$ cat src/rtl/ahbl_rr_sched_if.sv
// ahbl_rr_sched_if: bundles the request-side inputs and the grant-side
// outputs of the round-robin grant scheduler.
//   master modport : the bus fabric / requesters (drive req/hold/lock/advance)
//   slave modport  : the scheduler itself (drives the grant outputs)
interface ahbl_rr_sched_if #(
  parameter int N_REQ    = 4,
  parameter int W_IDX    = 2,
  parameter int W_TENURE = 4
);
  logic [N_REQ-1:0]    req;
  logic [N_REQ-1:0]    hold;
  logic [N_REQ-1:0]    lock;
  logic                advance;
  logic [N_REQ-1:0]    gnt;
  logic                gnt_valid;
  logic [W_IDX-1:0]    gnt_idx;
  logic [W_TENURE-1:0] tenure;

  modport master (
    output req, hold, lock, advance,
    input  gnt, gnt_valid, gnt_idx, tenure
  );

  modport slave (
    input  req, hold, lock, advance,
    output gnt, gnt_valid, gnt_idx, tenure
  );
endinterface

$ cat src/rtl/ahbl_rr_sched.sv
// ahbl_rr_sched: round-robin grant scheduler for a shared AHB-Lite slave port.
// Produces a registered one-hot grant that only changes on address-phase
// boundaries (advance). Supports locked sequences (never pre-empted) and
// burst holds bounded by TENURE_MAX consecutive advances.
//
// Optional feature macro: AHBL_RR_SCHED_PARK_EN
//   defined   : with no requests the grant parks on the last owner
//   undefined : with no requests the grant drops to zero (IDLE)
module ahbl_rr_sched #(
  parameter int N_REQ      = 4,
  parameter int W_IDX      = 2,
  parameter int W_TENURE   = 4,
  parameter int TENURE_MAX = 8
) (
  input  logic           clk,
  input  logic           rst,
  ahbl_rr_sched_if.slave bus
);

  typedef enum logic {
    IDLE  = 1'b0,
    OWNED = 1'b1
  } state_t;

  localparam logic [W_IDX-1:0]    LAST_IDX = W_IDX'(N_REQ - 1);
  localparam logic [W_TENURE-1:0] TEN_SAT  = {W_TENURE{1'b1}};
  localparam logic [W_TENURE:0]   TEN_MAX  = (W_TENURE + 1)'(TENURE_MAX);

  state_t              state_reg, state_next;
  logic [W_IDX-1:0]    idx_reg, idx_next;
  logic [W_TENURE-1:0] tenure_reg, tenure_next;
  logic [N_REQ-1:0]    gnt_reg;
  logic                gnt_valid_reg;

  logic [N_REQ-1:0]    gnt_dec;
  logic                found;
  logic [W_IDX-1:0]    win_idx;
  logic [W_IDX-1:0]    cand;
  logic [W_TENURE:0]   tenure_inc;
  logic                own_req;

  // Circular search starting just after the current/last owner, so the
  // owner itself is examined last; the wrap N_REQ-1 -> 0 is explicit.
  always_comb begin
    found   = 1'b0;
    win_idx = idx_reg;
    cand    = (idx_reg == LAST_IDX) ? '0 : idx_reg + W_IDX'(1);
    for (int k = 0; k < N_REQ; k++) begin
      if (!found && bus.req[cand]) begin
        found   = 1'b1;
        win_idx = cand;
      end
      cand = (cand == LAST_IDX) ? '0 : cand + W_IDX'(1);
    end
  end

  assign own_req    = bus.req[idx_reg];
  assign tenure_inc = {1'b0, tenure_reg} + (W_TENURE + 1)'(1);

  // Next-state logic: nothing moves unless the address phase completes.
  always_comb begin
    state_next  = state_reg;
    idx_next    = idx_reg;
    tenure_next = tenure_reg;
    if (bus.advance) begin
      case (state_reg)
        IDLE: begin
          if (found) begin
            state_next  = OWNED;
            idx_next    = win_idx;
            tenure_next = '0;
          end
        end
        OWNED: begin
          if (own_req && bus.lock[idx_reg]) begin
            // locked sequence: keep owner, count saturates
            tenure_next = (tenure_reg == TEN_SAT) ? TEN_SAT
                                                  : tenure_reg + W_TENURE'(1);
          end else if (own_req && bus.hold[idx_reg] && (tenure_inc < TEN_MAX)) begin
            tenure_next = tenure_reg + W_TENURE'(1);
          end else if (found) begin
            // re-grant to the same owner only happens when nobody else asks
            idx_next    = win_idx;
            tenure_next = '0;
          end else begin
`ifdef AHBL_RR_SCHED_PARK_EN
            // park on the last owner so its next request costs no cycle
            tenure_next = '0;
`else
            state_next  = IDLE;
            tenure_next = '0;
`endif
          end
        end
        default: state_next = IDLE;
      endcase
    end
  end

  // One-hot decode of the next owner index.
  generate
    for (genvar gi = 0; gi < N_REQ; gi++) begin : g_dec
      assign gnt_dec[gi] = (idx_next == W_IDX'(gi));
    end
  endgenerate

  // State and registered grant outputs; reset is synchronous.
  always_ff @(posedge clk) begin
    if (rst) begin
      state_reg     <= IDLE;
      idx_reg       <= LAST_IDX;
      tenure_reg    <= '0;
      gnt_reg       <= '0;
      gnt_valid_reg <= 1'b0;
    end else begin
      state_reg     <= state_next;
      idx_reg       <= idx_next;
      tenure_reg    <= tenure_next;
      gnt_reg       <= (state_next == OWNED) ? gnt_dec : '0;
      gnt_valid_reg <= (state_next == OWNED);
    end
  end

  assign bus.gnt       = gnt_reg;
  assign bus.gnt_valid = gnt_valid_reg;
  assign bus.gnt_idx   = idx_reg;
  assign bus.tenure    = tenure_reg;

endmodule

$ cat src/flat_wrapper.sv
// flat-port wrapper written by rule: the top's interface ports become plain ports
module ahbl_rr_sched_flat 
#(
  parameter int N_REQ      = 4,
  parameter int W_IDX      = 2,
  parameter int W_TENURE   = 4,
  parameter int TENURE_MAX = 8
)
  (clk, rst, bus_req, bus_hold, bus_lock, bus_advance, bus_gnt, bus_gnt_valid, bus_gnt_idx, bus_tenure);
  ahbl_rr_sched_if #(.N_REQ(N_REQ), .W_IDX(W_IDX), .W_TENURE(W_TENURE)) bus_i ();
  input  logic clk;
  input  logic rst;
  input wire logic [$bits(bus_i.req)-1:0] bus_req;
  input wire logic [$bits(bus_i.hold)-1:0] bus_hold;
  input wire logic [$bits(bus_i.lock)-1:0] bus_lock;
  input wire logic [$bits(bus_i.advance)-1:0] bus_advance;
  output wire logic [$bits(bus_i.gnt)-1:0] bus_gnt;
  output wire logic [$bits(bus_i.gnt_valid)-1:0] bus_gnt_valid;
  output wire logic [$bits(bus_i.gnt_idx)-1:0] bus_gnt_idx;
  output wire logic [$bits(bus_i.tenure)-1:0] bus_tenure;
  assign bus_i.req = bus_req;
  assign bus_i.hold = bus_hold;
  assign bus_i.lock = bus_lock;
  assign bus_i.advance = bus_advance;
  assign bus_gnt = bus_i.gnt;
  assign bus_gnt_valid = bus_i.gnt_valid;
  assign bus_gnt_idx = bus_i.gnt_idx;
  assign bus_tenure = bus_i.tenure;
  ahbl_rr_sched #(.N_REQ(N_REQ), .W_IDX(W_IDX), .W_TENURE(W_TENURE), .TENURE_MAX(TENURE_MAX)) u_core (.clk(clk), .rst(rst), .bus(bus_i));
endmodule
$ cat config.mk
export PLATFORM = sky130hd
export DESIGN_NAME = ahbl_rr_sched_flat
export DESIGN_NICKNAME = d
export VERILOG_FILES = /design/src/rtl/ahbl_rr_sched_if.sv /design/src/rtl/ahbl_rr_sched.sv /design/src/flat_wrapper.sv
export SDC_FILE = /design/constraint.sdc
export NUM_CORES = 1
export LEC_CHECK = 0
export CAP_MARGIN = 40
export CELL_PAD_IN_SITES_DETAIL_PLACEMENT = 1
export CELL_PAD_IN_SITES_GLOBAL_PLACEMENT = 2
export CORE_UTILIZATION = 28
export DETAILED_ROUTE_END_ITERATION = 7
export PLACE_DENSITY = 0.92
export SKIP_LAST_GASP = 1
export SYNTH_ARGS = -nofsm -noshare
export SYNTH_HDL_FRONTEND = slang
export SYNTH_SLANG_ARGS = --single-unit
$ cat constraint.sdc
create_clock -name clk -period 4.2 [get_ports clk]
set_input_delay 0.42 -clock clk [delete_from_list [all_inputs] [get_ports clk]]
set_output_delay 0.42 -clock clk [all_outputs]
set_load 0.005 [all_outputs]
==> impl_metrics.py, run 1 <==
metrics = {
    "worst_setup_path": {
        "critPathMaxFanout": 9,
        "timing.rr.start": "u_core.bus.gnt_idx[0]",
        "r2r-end": "u_core.bus.gnt_idx[0]",
        "crit_arrival_ns": 2.50,
        "startpoint_type": "input pin",
        "critPathSlowestCell": "mux4_1",
        "crit_path_start": "bus_req[2]",
        "r2r_cells": 6,
        "cp-end-kind": "flip-flop",
        "crit_chain": "clkdlybuf4s50_1 > mux4_1 > and2_4 > nor2_4 > a211oi_2 > or3b_1 > and3b_1",
        "cp_data_required_time_ns": 4.41,
        "critPathKind": "input pin to flip-flop",
        "slowest_delay_ns": 0.60,
        "worst-r2r-setup-slack_ns": 1.95,
        "crit_end": "u_core.bus.gnt[3]",
    },
    "placement": {
        "dp_hpwl_um": 1790,
        "routabilityCongestion": 0.806,
        "dpl.cell_count": 147,
        "pre_cts_slack_ns": 1.64,
        "numPortBuffers": 25,
    },
    "job": {
        "drv_cap": 0,
    },
    "logic_synthesis": {
        "synthMuxAreaShare": 0.120,
        "synth_nets": 111,
        "synth_top_family_by_area": "compound AO/OA/AOI/OAI gates",
        "synth_edf_count": 0,
        "ys_ff_latch": 11,
        "synth_cell_types": 41,
        "yosys.area_share.simple": 0.263,
        "synth-main-ff-cell": "dfxtp_1",
        "syn_area_um2": 813,
        "synth_compound_area_frac": 0.272,
        "syn_area_per_cell_um2": 8.65,
        "synth-xor-area-share": 0,
        "synth-adder-area-share": 0.0308,
        "yosysSeqAreaShare": 0.271,
        "synthCells": 94,
        "synth-async-reset-ratio": 0,
        "ys_warn_count": 0,
    },
    "global_route": {
        "grt_util_all_layers": 0.150,
        "antenna_found_initial": 0,
        "grtUsageMet3": 0.0233,
        "grt-ovfl-total": 0,
        "grt_max_degree": 11,
        "grt_pass1_vias": 813,
        "met2_usage": 0.284,
        "grt_pass1_wl_um": 3770,
        "gr-usage-met1": 0.174,
        "grt-busiest-layer": "met2",
    },
    "sta": {
        "post-route-period-util": 0.545,
        "fmax_mhz": 437,
        "maxSlewHeadroom": 0.698,
        "worst_slack_ns": 1.91,
        "clock_skew_ns": 0.00114,
        "hold_viol_final": 0,
        "fin_crit_ns": 2.29,
        "worst_pin_slew_ns": 0.450,
        "finalMaxSlewViolations": 0,
        "rsz0062_at_grt": "false",
        "fin_tns_setup_ns": 0,
        "setup_viol": 0,
    },
    "cells_and_area": {
        "final_net_count": 138,
        "mostFrequentLayoutCells": "25 x clkdlybuf4s50_1, 11 x dfxtp_1, 10 x a21oi_1",
        "utilization": 0.402,
        "antenna_cells": 0,
        "drive_gt1_frac": 0.0917,
        "fin_cells": 151,
        "regArea_um2": 220,
        "multi_input_area_um2": 558,
        "syn2layout_area_growth_pct": 36.3,
        "final_common_cell": "clkdlybuf4s50_1",
        "nFillCells": 330,
    },
    "routing": {
        "first_pass_iters": 3,
        "viasPerCell": 5.36,
        "post_drt_wl_per_cell_um": 14.3,
        "vias": 810,
        "drt-initial-drc-count": 43,
        "routed_wl_um": 2160,
        "drc": 0,
        "antenna_left": 0,
    },
    "die": {
        "die_area_um2": 3120,
        "start_util": 0.295,
        "fp.coreArea_um2": 2760,
        "pin_count": 26,
        "die_w_um": 55.9,
        "dieHeight_um": 55.9,
        "num_rows": 19,
    },
    "clocking": {
        "cts_tree": "yes",
        "cts.path.max_buffers": 2,
        "cts-root-buf": "clkbuf_4",
        "cts_hold_buf": 0,
        "cts_num_sinks": 11,
        "htreeDepth": 1,
        "post_cts_buffers": 0,
        "cts_buffers": 3,
        "cts-resized-gates": 0,
        "clkTransAtPathRegs_ns": 0.07,
        "worstSkewPairLatency_ns": 0.26,
    },
    "power_and_ir_drop": {
        "p_total_uw": 297,
        "power.leakage_uw": 0.000408,
        "power_density_nw_per_um2": 268,
        "irDropWorstVdd_uv": 183,
    },
    "outcome": {
        "status": "finished, final reports clean",
    },
    "hold_path": {
        "hp-class": "flip-flop to flip-flop",
    },
}
[how the worst min path moves through the flow]
| stage | from | end | slack [ns] | cells after the start |
|---|---|---|---|---|
| 2_1_floorplan | u_core.bus.tenure[3] | u_core.bus.tenure[3] | 0.47 | 2 |
| 5_1_grt | u_core.bus.tenure[3] | u_core.bus.tenure[3] | 0.57 | 2 |
| 3_3_place_gp | u_core.bus.tenure[3] | u_core.bus.tenure[3] | 0.50 | 2 |
| 3_5_place_dp | u_core.bus.tenure[3] | u_core.bus.tenure[3] | 0.52 | 2 |
| 6_report | u_core.bus.tenure[3] | u_core.bus.tenure[3] | 0.53 | 2 |
| 4_1_cts | u_core.bus.tenure[3] | u_core.bus.tenure[3] | 0.53 | 2 |
[report_power, final]
group | switching, µW | internal, µW
sequential | 8.13 | 110
clock | 35.6 | 36.7
combinational | 50.0 | 56.7
total | 93.8 | 204
[critical path: cells and delay by family]
kind	cells	cell delay, ns
mux	1	0.60
simple gates	4	0.91
compound gates	1	0.06
buf+inv	1	0.52
[layer usage]
metal	up-vias	share of wire	wire length, µm
met1	386	0.45	971
met4	0	0.0046	10
met3	2	0.026	57
li1	407	-	-
met5	-	0	0
met2	15	0.52	1130
[cells in the mapped netlist, types with 2 or more instances]
library cell	number	area (µm²)
o21ai_0	4	20.0
nor2_1	7	26.3
dfxtp_1	11	220
mux4_1	2	52.6
a21o_1	2	15.0
o211ai_1	2	15.0
o31ai_1	2	15.0
nor2b_1	3	18.8
mux4_2	2	45.0
nand3_1	3	15.0
ha_1	2	25.0
nor3_1	3	15.0
nand2_1	6	22.5
inv_1	4	15.0
nand2b_1	3	18.8
o21bai_1	3	22.5
a211oi_2	2	25.0
a21oi_1	10	50.1
[per-stage QoR]
| stage | hold WS (ns) | area [µm²] |
|---|---|---|
| 2_1_floorplan | 0.474 | 813 |
| 3_3_place_gp | 0.500 | 1080 |
| 3_5_place_dp | 0.523 | 1080 |
| 4_1_cts | 0.535 | 1110 |
| 5_1_grt | 0.569 | 1110 |
| 6_report | 0.531 | 1110 |
[area by class of cell]
| type | count | share of cell area |
|---|---|---|
| multi-input combinational | 76 | 0.503 |
| timing repair buffer | 25 | 0.226 |
| inverter | 4 | 0.0135 |
| tap | 31 | 0.0350 |
| clock buffer | 4 | 0.0237 |
| sequential | 11 | 0.199 |
[cell families (layout without fill, tap and decap cells)]
logic type | count (synthesis) | in the layout
compound gates | 33 | 33
flops | 11 | 11
buf+inv | 7 | 33
mux | 4 | 4
fa+ha+maj | 2 | 2
simple gates | 37 | 37
No activity file was read; power rests on OpenSTA's default activity.
==> run 2, diff against run 1 <==
--- a/config.mk
+++ b/config.mk
@@ -8,9 +8,9 @@
 export CAP_MARGIN = 40
 export CELL_PAD_IN_SITES_DETAIL_PLACEMENT = 1
 export CELL_PAD_IN_SITES_GLOBAL_PLACEMENT = 2
-export CORE_UTILIZATION = 28
+export CORE_UTILIZATION = 23
 export DETAILED_ROUTE_END_ITERATION = 7
-export PLACE_DENSITY = 0.92
+export PLACE_DENSITY = 0.81
 export SKIP_LAST_GASP = 1
 export SYNTH_ARGS = -nofsm -noshare
 export SYNTH_HDL_FRONTEND = slang
==> constraint.sdc (replaced) <==
create_clock -name clk -period 1.9 [get_ports clk]
set_input_delay 0.19 -clock clk [delete_from_list [all_inputs] [get_ports clk]]
set_output_delay 0.19 -clock clk [all_outputs]
set_load 0.005 [all_outputs]
==> impl_metrics.py, run 2 (synthesized netlist as in run 1, its figures left out) <==
metrics = {
    "power_and_ir_drop": {
        "power.internal_uw": 534,
        "p_total_uw": 770,
        "p_clk_frac": 0.203,
        "power_density_nw_per_um2": 538,
        "p_switching_uw": 236,
        "power.leakage_uw": 0.000574,
        "p_seq_frac": 0.338,
        "irDropWorstVdd_uv": 228,
        "swShare": 0.306,
        "power_frac_comb": 0.458,
    },
    "global_route": {
        "grt-ovfl-total": 0,
        "grt_util_all_layers": 0.146,
        "antenna_found_initial": 0,
        "grt_pass1_wl_um": 4110,
        "grt_max_degree": 8,
        "grt_pass1_vias": 917,
    },
    "worst_setup_path": {
        "critPathSlowestCell": "or3b_1",
        "timing.rr.start": "u_core.bus.tenure[0]",
        "slowest_delay_ns": 0.39,
        "path_depth": 8,
        "crit_end": "u_core.bus.gnt[3]",
        "r2r-end": "u_core.bus.gnt[3]",
        "crit_family": "simple AND/OR/NAND/NOR gates",
        "cp-end-kind": "flip-flop",
        "cp_data_required_time_ns": 2.10,
        "crit_arrival_ns": 2.10,
        "crit_path_start": "u_core.bus.tenure[0]",
        "critPathMaxFanout": 3,
        "critPathKind": "flip-flop to flip-flop",
        "crit_chain": "ha_2 > nor2b_1 > a41oi_2 > buf_4 > o21bai_4 > a211oi_4 > or3b_1 > and3b_1",
        "startpoint_type": "flip-flop",
        "cp_num_buf_inv": 1,
        "r2r_cells": 8,
        "worst-r2r-setup-slack_ns": 0.002,
    },
    "cells_and_area": {
        "multi_input_area_um2": 617,
        "mostFrequentLayoutCells": "31 x buf_4, 23 x clkdlybuf4s50_1, 8 x a21oi_1, 8 x dfxtp_1, 7 x nor2_1",
        "utilization": 0.426,
        "syn2layout_area_growth_pct": 76.2,
        "nFillCells": 417,
        "antenna_cells": 0,
        "final_cell_area_um2": 1430,
        "final_net_count": 169,
        "final_common_cell": "buf_4",
        "drive_gt1_frac": 0.377,
        "regArea_um2": 229,
    },
    "job": {
        "drv_cap": 0,
    },
    "sta": {
        "worst_pin_slew_ns": 0.348,
        "clock_skew_ns": 0.0114,
        "finalMaxSlewViolations": 0,
        "post-route-period-util": 0.999,
        "fmax_mhz": 527,
        "setup_viol": 0,
        "rsz0062_at_grt": "true",
        "maxSlewHeadroom": 0.766,
        "hold_viol_final": 0,
        "fin_crit_ns": 1.90,
    },
    "clocking": {
        "clkTransAtPathRegs_ns": 0.08,
        "cts_num_sinks": 11,
        "cts_buffers": 3,
        "worstSkewPairLatency_ns": 0.26,
        "cts.path.max_buffers": 2,
        "cts-root-buf": "clkbuf_4",
        "cts_hold_buf": 0,
        "htreeDepth": 1,
        "cts_tree": "yes",
    },
    "die": {
        "pin_count": 26,
        "fp.coreArea_um2": 3360,
        "start_util": 0.242,
        "die_w_um": 61.5,
        "die_area_um2": 3780,
        "num_rows": 21,
        "dieHeight_um": 61.5,
    },
    "routing": {
        "viasPerCell": 4.61,
        "antenna_left": 0,
        "first_pass_iters": 4,
        "routed_wl_um": 2640,
        "drt-initial-drc-count": 15,
        "post_drt_wl_per_cell_um": 13.4,
        "vias": 909,
        "drc": 0,
    },
    "hold_path": {
        "hp-class": "input pin to flip-flop",
    },
    "placement": {
        "dp_hpwl_um": 2120,
        "post_dp_cell_area_um2": 1300,
        "routabilityCongestion": 0.799,
        "numPortBuffers": 25,
    },
    "outcome": {
        "status": "finished, final reports clean",
    },
}
==> run 2: worst min-delay path: cells and delay by family <==
kind,cells,cell delay [ns]
buf+inv,1,0.17
compound gates,3,0.39
==> run 2: timing repair <==
| action | CTS | global route |
|---|---|---|
| buffers inserted | 1 | 4 |
| setup endpoints to repair | 5 | 5 |
| pin swaps | 2 | 7 |
| resized for setup | 9 | 12 |
==> run 2: cell type report <==
cell class	count	area share
clock buffers	4	0.0183
well taps	46	0.0402
flip-flops and latches	11	0.160
multi-input cells	76	0.431
inverters	4	0.0105
repair buffers	56	0.341
==> run 2: worst min-delay path by stage <==
stage                          from  slack (ns)  depth (start not counted)                     to
3_5_place_dp   u_core.bus.tenure[2]        0.59                          2   u_core.bus.tenure[2]
4_1_cts        u_core.bus.tenure[2]        0.62                          2   u_core.bus.tenure[2]
6_report                 bus_req[0]        0.52                          4  u_core.bus.gnt_idx[1]
2_1_floorplan                   rst        0.26                          1   u_core.bus.tenure[0]
3_3_place_gp   u_core.bus.tenure[2]        0.57                          2   u_core.bus.tenure[2]
5_1_grt                  bus_req[0]        0.55                          4  u_core.bus.gnt_idx[1]
==> run 2: power groups by stage <==
stage	registers [µW]	logic, µW	clock network (µW)
after global routing	264	385	173
final	261	353	157
after floorplan	261	161	0
after detailed placement	264	305	0
after global placement	263	295	0
after CTS	262	327	161
==> run 2: per-layer routing <==
| layer | wire length, µm | global-route usage |
|---|---|---|
| met5 | 0 | 0 |
| met1 | 1170 | 0.180 |
| met3 | 89 | 0.0147 |
| met2 | 1350 | 0.264 |
| met4 | 21 | 0.0476 |
==> run 2: per-stage QoR <==
| stage | std cells | worst slack, ns | hold WS, ns | TNS (ns) |
|---|---|---|---|---|
| finish | 197 | 0.00218 | 0.524 | 0 |
| global route | 197 | -0.0751 | 0.546 | -0.237 |
| CTS | 193 | -0.0287 | 0.615 | -0.0765 |
| detailed placement | 188 | -0.312 | 0.592 | -1.82 |
| global placement | 188 | -0.249 | 0.571 | -1.35 |
| floorplan | 94 | -0.0000506 | 0.259 | -0.0000506 |
